**src/rtl/rv32i_types.sv**
```systemverilog
// Shared types for the RV32 back end: physical register and ROB widths, M-extension
// multiply encodings, and the multiply functional-unit sequencer state.
package rv32i_types;

    localparam int PREG_W_DEF = 6;
    localparam int ROB_W_DEF  = 5;

    localparam logic [2:0] F3_MUL    = 3'b000;
    localparam logic [2:0] F3_MULH   = 3'b001;
    localparam logic [2:0] F3_MULHSU = 3'b010;
    localparam logic [2:0] F3_MULHU  = 3'b011;

    typedef enum logic [2:0] {
        MFU_IDLE  = 3'd0,
        MFU_START = 3'd1,
        MFU_BUSY  = 3'd2,
        MFU_WB    = 3'd3,
        MFU_DRAIN = 3'd4
    } mul_fu_state_t;

endpackage

```
**src/rtl/mul_operand_fmt.sv**
```systemverilog
// Operand extension for the 33x33 signed core and selection of the 32-bit result word.
module mul_operand_fmt
    import rv32i_types::*;
(
    input  logic [2:0]  issue_funct3,
    input  logic [31:0] rs1_v,
    input  logic [31:0] rs2_v,
    output logic [32:0] a_ext,
    output logic [32:0] b_ext,
    input  logic [2:0]  op_funct3,
    input  logic [63:0] product,
    output logic [31:0] result
);

    always_comb begin
        a_ext = {rs1_v[31], rs1_v};
        b_ext = {rs2_v[31], rs2_v};
        case (issue_funct3)
            F3_MULHSU: b_ext = {1'b0, rs2_v};
            F3_MULHU: begin
                a_ext = {1'b0, rs1_v};
                b_ext = {1'b0, rs2_v};
            end
            default: ;
        endcase
    end

    // Unlisted encodings behave as MUL and therefore return the low word.
    always_comb begin
        result = product[31:0];
        case (op_funct3)
            F3_MULH, F3_MULHSU, F3_MULHU: result = product[63:32];
            default: ;
        endcase
    end

endmodule

```
**src/rtl/mul_fu_sequencer.sv**
```systemverilog
// Sequencer wrapping an external multiplier core: issue capture, start pulse,
// result capture, CDB handshake and flush draining.
//
//  state | meaning
//  IDLE  | ready for an issue
//  START | one-cycle start pulse to the core
//  BUSY  | waiting for core completion
//  WB    | requesting the CDB, result held stable
//  DRAIN | op squashed, waiting for the core to finish
module mul_fu_sequencer
    import rv32i_types::*;
#(
    parameter int PREG_W = PREG_W_DEF,
    parameter int ROB_W  = ROB_W_DEF
) (
    input  logic              clk,
    input  logic              rst,
    input  logic              branch_flush,
    input  logic              issue_valid,
    input  logic [2:0]        issue_funct3,
    input  logic [PREG_W-1:0] issue_pd,
    input  logic [ROB_W-1:0]  issue_rob_idx,
    input  logic [31:0]       rs1_v,
    input  logic [31:0]       rs2_v,
    output logic              fu_ready,
    output logic              mul_start,
    output logic [32:0]       mul_a,
    output logic [32:0]       mul_b,
    input  logic              mul_done,
    input  logic [63:0]       mul_product,
    output logic              cdb_req,
    input  logic              cdb_grant,
    output logic [PREG_W-1:0] cdb_pd,
    output logic [ROB_W-1:0]  cdb_rob_idx,
    output logic [31:0]       cdb_value
);

    mul_fu_state_t     state, state_next;
    logic              load_issue, load_result;
    logic [2:0]        funct3_q;
    logic [PREG_W-1:0] pd_q;
    logic [ROB_W-1:0]  rob_q;
    logic [32:0]       a_q, b_q;
    logic [31:0]       result_q;
    logic [32:0]       a_fmt, b_fmt;
    logic [31:0]       result_fmt;

    mul_operand_fmt u_fmt (
        .issue_funct3 (issue_funct3),
        .rs1_v        (rs1_v),
        .rs2_v        (rs2_v),
        .a_ext        (a_fmt),
        .b_ext        (b_fmt),
        .op_funct3    (funct3_q),
        .product      (mul_product),
        .result       (result_fmt)
    );

    always_ff @(posedge clk) begin
        if (rst) begin
            state    <= MFU_IDLE;
            funct3_q <= '0;
            pd_q     <= '0;
            rob_q    <= '0;
            a_q      <= '0;
            b_q      <= '0;
            result_q <= '0;
        end else begin
            state <= state_next;
            if (load_issue) begin
                funct3_q <= issue_funct3;
                pd_q     <= issue_pd;
                rob_q    <= issue_rob_idx;
                a_q      <= a_fmt;
                b_q      <= b_fmt;
            end
            if (load_result) begin
                result_q <= result_fmt;
            end
        end
    end

    always_comb begin
        state_next  = state;
        load_issue  = 1'b0;
        load_result = 1'b0;
        case (state)
            MFU_IDLE: begin
                if (issue_valid && !branch_flush) begin
                    state_next = MFU_START;
                    load_issue = 1'b1;
                end
            end
            MFU_START: state_next = branch_flush ? MFU_DRAIN : MFU_BUSY;
            MFU_BUSY: begin
                // A completion that coincides with the flush leaves nothing to drain.
                if (branch_flush) begin
                    state_next = mul_done ? MFU_IDLE : MFU_DRAIN;
                end else if (mul_done) begin
                    state_next  = MFU_WB;
                    load_result = 1'b1;
                end
            end
            MFU_WB: begin
                if (branch_flush || cdb_grant) begin
                    state_next = MFU_IDLE;
                end
            end
            MFU_DRAIN: begin
                if (mul_done) begin
                    state_next = MFU_IDLE;
                end
            end
            default: state_next = MFU_IDLE;
        endcase
    end

    always_comb begin
        fu_ready    = (state == MFU_IDLE);
        mul_start   = (state == MFU_START);
        mul_a       = a_q;
        mul_b       = b_q;
        cdb_req     = (state == MFU_WB);
        cdb_pd      = cdb_req ? pd_q     : '0;
        cdb_rob_idx = cdb_req ? rob_q    : '0;
        cdb_value   = cdb_req ? result_q : '0;
    end

endmodule

```
**config.mk**
```make
export PLATFORM = sky130hd
export DESIGN_NAME = mul_fu_sequencer
export DESIGN_NICKNAME = d
export VERILOG_FILES = /design/src/rtl/rv32i_types.sv /design/src/rtl/mul_operand_fmt.sv /design/src/rtl/mul_fu_sequencer.sv
export SDC_FILE = /design/constraint.sdc
export NUM_CORES = 1
export LEC_CHECK = 0
export ABC_AREA = 1
export BUFFER_PORTS_ARGS = -buffer_cell sky130_fd_sc_hd__buf_2
export CAP_MARGIN = 5
export CORE_ASPECT_RATIO = 0.8
export CORE_UTILIZATION = 45
export CTS_CLUSTER_SIZE = 8
export DETAILED_ROUTE_END_ITERATION = 10
export GPL_ROUTABILITY_DRIVEN = 0
export PLACE_DENSITY = 0.82
export SETUP_SLACK_MARGIN = 0.15
export SLEW_MARGIN = 25
export SYNTH_ARGS = -nofsm -noshare
export SYNTH_HDL_FRONTEND = slang
export SYNTH_SLANG_ARGS = --single-unit
```
**constraint.sdc**
```tcl
create_clock -name clk -period 1.8 [get_ports clk]
set_input_delay 0.18 -clock clk [delete_from_list [all_inputs] [get_ports clk]]
set_output_delay 0.18 -clock clk [all_outputs]
set_load 0.02 [all_outputs]
```
==> flow_summary_export.csv, run 1 <==
group,metric,value,unit
routing,wire_per_inst,13.6,microns
floorplan,rows,33,
cells_and_area,fin_cells,1185,
floorplan,initial_core_util,47.1,%
timing,setup_viol,0,
setup_path,critical_path_class,"reg -> out",
synth,ys.flop_type,"dfxtp_1",
timing,fin_crit_sh,93.8,%
synth,yosysMostFrequentCell,"nor2_1",
placed_design,port_buffers,259,
setup_path,cpMaxStageDelayCell,"dfxtp_4",
cells_and_area,multi_input_area,0.00222,sq mm
setup_path,cp_top_family,"flip-flops",
timing,slew-limit-headroom,60.1,%
setup_path,arrival,1.51,ns
floorplan,pin_count,260,
run_status,run_status,"complete, no violations",
timing,finalHoldViolations,0,
power,power_leakage,4.09,nW
timing,fin_skew,0.0107,ns
setup_path,cp_max_fo,22,
placed_design,hpwlAfterDp,9.13,mm
synth,ys_warn_count,0,
setup_path,end_kind,"output pin",
cells_and_area,seq_area,0.00231,sq mm
synth,ys_seq_area_share,46.8,%
cells_and_area,drive_gt1_share,33.3,%
timing,rsz0062_at_grt,"true",
clock_tree,max-clock-path-buffers,2,
timing,drv_slew,0,
synth,yosysUniqueCellTypes,18,
clock_tree,clkSlewWorstSetupHoldPaths,0.06,ns
synth,synth_edf_count,0,
synth,synthTopCellsByCount,"245 x nor2_1, 115 x dfxtp_1, 114 x nand2_1, 97 x o21ai_0, 82 x inv_1",
synth,netlist.area_leader.share,46.8,%
run,max_cap_viol_count,0,
setup_path,critPathBufInv,3,
synth,ys_seq_elements,115,
setup_path,worstPathRequired,1.62,ns
setup_path,start_kind,"register",
cells_and_area,area_delta_synth_final,57.5,%
clock_tree,cts_max_level,4,
synth,synth_cells,744,
synth,async_reset_ff_share,0,%
cells_and_area,fillers,747,
routing,first_iter_violations,398,
routing,drc_errors,0,
synth,avgSynthCellArea,6.61,sq um
setup_path,cpPeakStageDelay,0.39,ns
grt,grt_pass1_wl,23.9,mm
grt,grt_overflow,0,
grt,grt_pass1_vias,5096,
grt,antenna_found_initial,1,
timing,period_minus_slack,1.69,ns
grt,track_usage,26.8,%
clock_tree,cts_root_buf,"clkbuf_16",
power,p_per_area,1220,mW/mm^2
timing,fmax,0.593,GHz
routing,drtAntennaViolNets,0,
worst_hold_path,hp-class,"in -> reg",
synth,netlist_area,0.00492,sq mm
routing,via_per_inst,4.79,
synth,synthTopCellsByArea,"dfxtp_1 47%, nor2_1 19%, o21ai_0 9.9%, nand2_1 8.7%, inv_1 6.3%",
clock_tree,numClockSinks,115,
power,vdd_drop_max,1.00,mV
clock_tree,cts_inserted_buffers,17,
timing,tns,0,ns
synth,syn_nets,892,
clock_tree,cts_tree,"yes",
routing,first_pass_iters,5,
routing,vias,5679,
floorplan,core,0.0104,sq mm
grt,grt_max_degree,71,
routing,postRouteWirelength,16.1,mm
floorplan,die_h,95.5,microns
cells_and_area,nets,1179,
cells_and_area,post-route-util,74.1,%
setup_path,path_cells,"nand2_4 > nor2_4 > buf_6 > inv_16 > nor2_1 > buf_4",
placed_design,dpl.cell_count,1107,
floorplan,dieArea,0.0113,sq mm
clock_tree,insertion_delay,0.41,ns
timing,worst_pin_slew,0.598,ns
synth,synth_area_leader_cell,"dfxtp_1",
floorplan,die_x,119,microns
## kinds of logic (layout without fill, tap and decap cells)
kind of cell    Yosys count  in the layout  share of synthesized area, %
other cells               0              1                             0
simple gates            372            372                          29.1
buf+inv                 130            430                          11.0
compound gates          127            127                          13.1
flops                   115            115                          46.8
## repair_timing
action                                 4_1_cts  5_1_grt
endpoints found under the hold margin       41        0
setup endpoints to repair                   43      112
hold buffers                                39        0
setup buffers                                4        0
gates resized for setup                     23      102
gates cloned                                 1        1
pin swaps                                    1        1
## layout by cell type (no fill, tap or decap), types with 4 or more instances in the layout
cell type      instances
buf_2                216
dfxtp_1              112
o21ai_1               12
buf_12                 4
nor2_1               215
buf_6                 25
nor2_2                19
nand3_1                9
dlygate4sd3_1         39
nor2_4                13
a21oi_1               16
o21ai_0               97
clkbuf_16             18
clkinvlp_4             4
inv_1                 81
buf_4                 26
nand2_1              113
## path summary, 6_finish.rpt
check | endpoint | slack, ns | from | cells past startpoint
setup reg to reg | rob_q[0] | 0.26 | state[0] | 7
setup / recovery | cdb_rob_idx[1] | 0.11 | state[1] | 6
hold reg to reg | rob_q[0] | 0.47 | rob_q[0] | 2
hold / removal | mul_a[24] | 0.004 | rs1_v[24] | 3
## flip-flops by register name, indices dropped and copies added, names as in the netlist
signal	flops
pd_q	6
mul_b	33
rob_q	5
result_q	32
state	3
mul_a	33
funct3_q	3
## metrics by stage
step	hold slack (ns)	setup WS, ns	area, sq um	power (mW)
CTS	0.00102	0.155	7400	9.26
floorplan	0.249	0.247	4920	4.84
detailed placement	0.408	0.234	6290	5.61
global route	0.00350	0.0878	7740	9.92
global placement	0.399	0.312	6290	5.58
finish	0.00431	0.112	7740	9.46
## metal layers
metal	track usage, %	routed length (microns)	part of all wire (%)	up-vias
li1	-	-	-	2842
met2	46.8	8310	52	229
met5	0	0	0	-
met1	30.5	6380	40	2560
met3	6.76	910	5.7	48
met4	14.6	495	3.1	0
## area by class of cell
class                           count  area share, %
Clock buffer                       21           6.08
Inverter                           86           4.41
Tap cell                          140           2.26
Antenna cell                        1         0.0323
Multi-Input combinational cell    499           28.7
Timing Repair inverter              1          0.145
Timing Repair Buffer              311           26.5
Sequential cell                   115           29.9
Clock inverter                     11           1.96
## tightest hold or removal path, stage by stage
cell and delay [ns]:
buf_2 0.08, nor2_1 0.03, nor2_1 0.08
## power breakdown
part	internal [mW]	switching (mW)	leakage [nW]
logic	0.948	1.81	2.86
clock network	2.29	1.20	0.292
registers	2.99	0.220	0.941
total	6.23	3.23	4.09
(Power assumes the default switching activity.)
==> run 2: changes to the inputs <==
--- a/config.mk
+++ b/config.mk
@@ -9,5 +9,5 @@
 export BUFFER_PORTS_ARGS = -buffer_cell sky130_fd_sc_hd__buf_2
 export CAP_MARGIN = 5
-export CORE_ASPECT_RATIO = 0.8
+export CORE_ASPECT_RATIO = 2
 export CORE_UTILIZATION = 45
 export CTS_CLUSTER_SIZE = 8
==> constraint.sdc (replaced) <==
create_clock -name clk -period 1.8 [get_ports clk]
set_input_delay 0.18 -clock clk [delete_from_list [all_inputs] [get_ports clk]]
set_output_delay 0.18 -clock clk [all_outputs]
set_load 0.05 [all_outputs]
==> flow_summary_export.csv, run 2 (synthesized netlist as in run 1, its figures left out) <==
group,metric,value,unit
cells_and_area,area_delta_synth_final,69.2,%
cells_and_area,fillers,725,
routing,postRouteWirelength,17.5,mm
routing,first_iter_violations,271,
timing,period_minus_slack,1.79,ns
grt,grt_overflow,0,
clock_tree,numClockSinks,115,
run_status,run_status,"complete, no violations",
cells_and_area,nets,1196,
worst_hold_path,hp-class,"in -> reg",
setup_path,reg2reg_from,"state[0]",
power,vdd_drop_max,1.15,mV
cells_and_area,layout_commonest_cell,"buf_2",
timing,rsz0062_at_grt,"true",
clock_tree,cts_root_buf,"clkbuf_16",
setup_path,startpoint,"state[1]",
routing,drc_errors,0,
routing,wire_per_inst,14.6,microns
setup_path,cpMaxStageDelayCell,"dfxtp_4",
timing,fin_crit_sh,99.5,%
routing,drtAntennaViolNets,0,
timing,drv_slew,0,
clock_tree,insertion_delay,0.40,ns
cells_and_area,post-route-util,78.9,%
grt,grt_pass1_wl,25.6,mm
grt,antenna_found_initial,1,
placed_design,port_buffers,259,
setup_path,end_kind,"output pin",
routing,first_pass_iters,5,
setup_path,arrival,1.61,ns
power,total_power,10.3,mW
setup_path,cp_top_family,"buffers and inverters",
power,p_sw_share,40.8,%
timing,finalHoldViolations,0,
power,p_per_area,1240,mW/mm^2
timing,fmax,0.558,GHz
power,pwr-share-clk,31.5,%
grt,track_usage,28.5,%
worst_hold_path,min_from,"rs2_v[9]",
cells_and_area,layout_common_cells,"214 x buf_2, 201 x nor2_1, 112 x nand2_1, 112 x dfxtp_1, 97 x o21ai_0",
timing,worst_pin_slew,0.430,ns
setup_path,cpPeakStageDelay,0.36,ns
setup_path,cp_max_fo,7,
grt,grt_max_degree,72,
run,max_cap_viol_count,0,
floorplan,rows,53,
clock_tree,cts_inserted_buffers,17,
floorplan,die_x,75.9,microns
floorplan,pin_count,260,
grt,grt_pass1_vias,5675,
clock_tree,cts_max_level,4,
timing,fin_skew,0.0118,ns
floorplan,die_h,150,microns
floorplan,initial_core_util,46.6,%
floorplan,core,0.0105,sq mm
power,p_int,6.11,mW
setup_path,worstPathRequired,1.62,ns
clock_tree,clkSlewWorstSetupHoldPaths,0.06,ns
power,power_leakage,4.26,nW
power,seqPwrFrac,31.0,%
setup_path,path_cells,"nand2_4 > nor2_4 > inv_8 > buf_12 > buf_16 > nor2_4 > buf_8",
routing,vias,5912,
setup_path,critical_path_class,"reg -> out",
timing,slew-limit-headroom,71.4,%
power,p_comb_share,37.5,%
setup_path,worst_path_most_repeated_cell,"nor2_4",
timing,setup_viol,0,
setup_path,start_kind,"register",
placed_design,hpwlAfterDp,10.1,mm
floorplan,dieArea,0.0114,sq mm
clock_tree,cts_tree,"yes",
clock_tree,max-clock-path-buffers,2,
setup_path,critPathBufInv,4,
routing,via_per_inst,4.93,
power,power.switching,4.21,mW
cells_and_area,drive_gt1_share,35.7,%
-- run 2: worst register-to-register path: cells and delay by family (launching register included) --
family,cells,cell delay (ns)
buffers and inverters,3,0.41
AND/OR/NAND/NOR,5,0.69
flip-flops,1,0.35
-- run 2: final timing paths --
| kind | cells after the start | to | slack, ns |
|---|---|---|---|
| setup / recovery | 7 | cdb_pd[2] | 0.009 |
| setup reg to reg | 8 | mul_a[11] | 0.25 |
| hold / removal | 3 | mul_b[9] | 0.004 |
| hold reg to reg | 2 | mul_b[31] | 0.46 |
-- run 2: through the flow --
stage / instance area [sq um] / setup WS, ns / hold WS [ns] / TNS, ns / instances
2_1_floorplan: 5250 / -0.00133 / 0.249 / -0.00398 / 744
3_3_place_gp: 6650 / 0.255 / 0.400 / 0 / 1108
3_5_place_dp: 6650 / 0.203 / 0.407 / 0 / 1108
4_1_cts: 8090 / 0.00797 / 0.000208 / 0 / 1191
5_1_grt: 8320 / -0.0472 / 0.00163 / -0.738 / 1199
6_report: 8320 / 0.00904 / 0.00362 / 0 / 1199
-- run 2: routing by layer --
metal / up-vias / wire length [microns] / global-route usage [%]
met4: 0 / 741 / 14.1
met5: - / 0 / 0
met2: 268 / 9800 / 55.5
met1: 2701 / 5700 / 26.5
met3: 66 / 1210 / 8.17
li1: 2877 / - / -
-- run 2: area by class of cell --
| type | instances | area (sq um) | area share, % |
|---|---|---|---|
| antenna | 1 | 2.50 | 0.0301 |
| sequential | 115 | 2310 | 27.8 |
| tap | 137 | 171 | 2.06 |
| timing repair buffer | 329 | 2510 | 30.1 |
| clock buffer | 17 | 425 | 5.12 |
| clock inverter | 15 | 148 | 1.78 |
| multi-input combinational | 499 | 2420 | 29.1 |
| inverter | 86 | 330 | 3.97 |
-- run 2: timing repair --
item | 4_1_cts | 5_1_grt
buffers inserted | 9 | 7
setup endpoints to repair | 43 | 85
cloned | 1 | 0
hold buffers | 41 | 0
resized for setup | 103 | 47
endpoints found under the hold margin | 44 | 0
pin swaps | 6 | 8
-- run 2: power by group through the flow --
stage	Combinational, mW	Clock [mW]	Sequential (mW)
floorplan	1.57	0	4.16
global placement	3.32	0	3.21
detailed placement	3.36	0	3.22
CTS	3.66	3.32	3.18
global route	4.12	3.43	3.24
finish	3.87	3.25	3.20
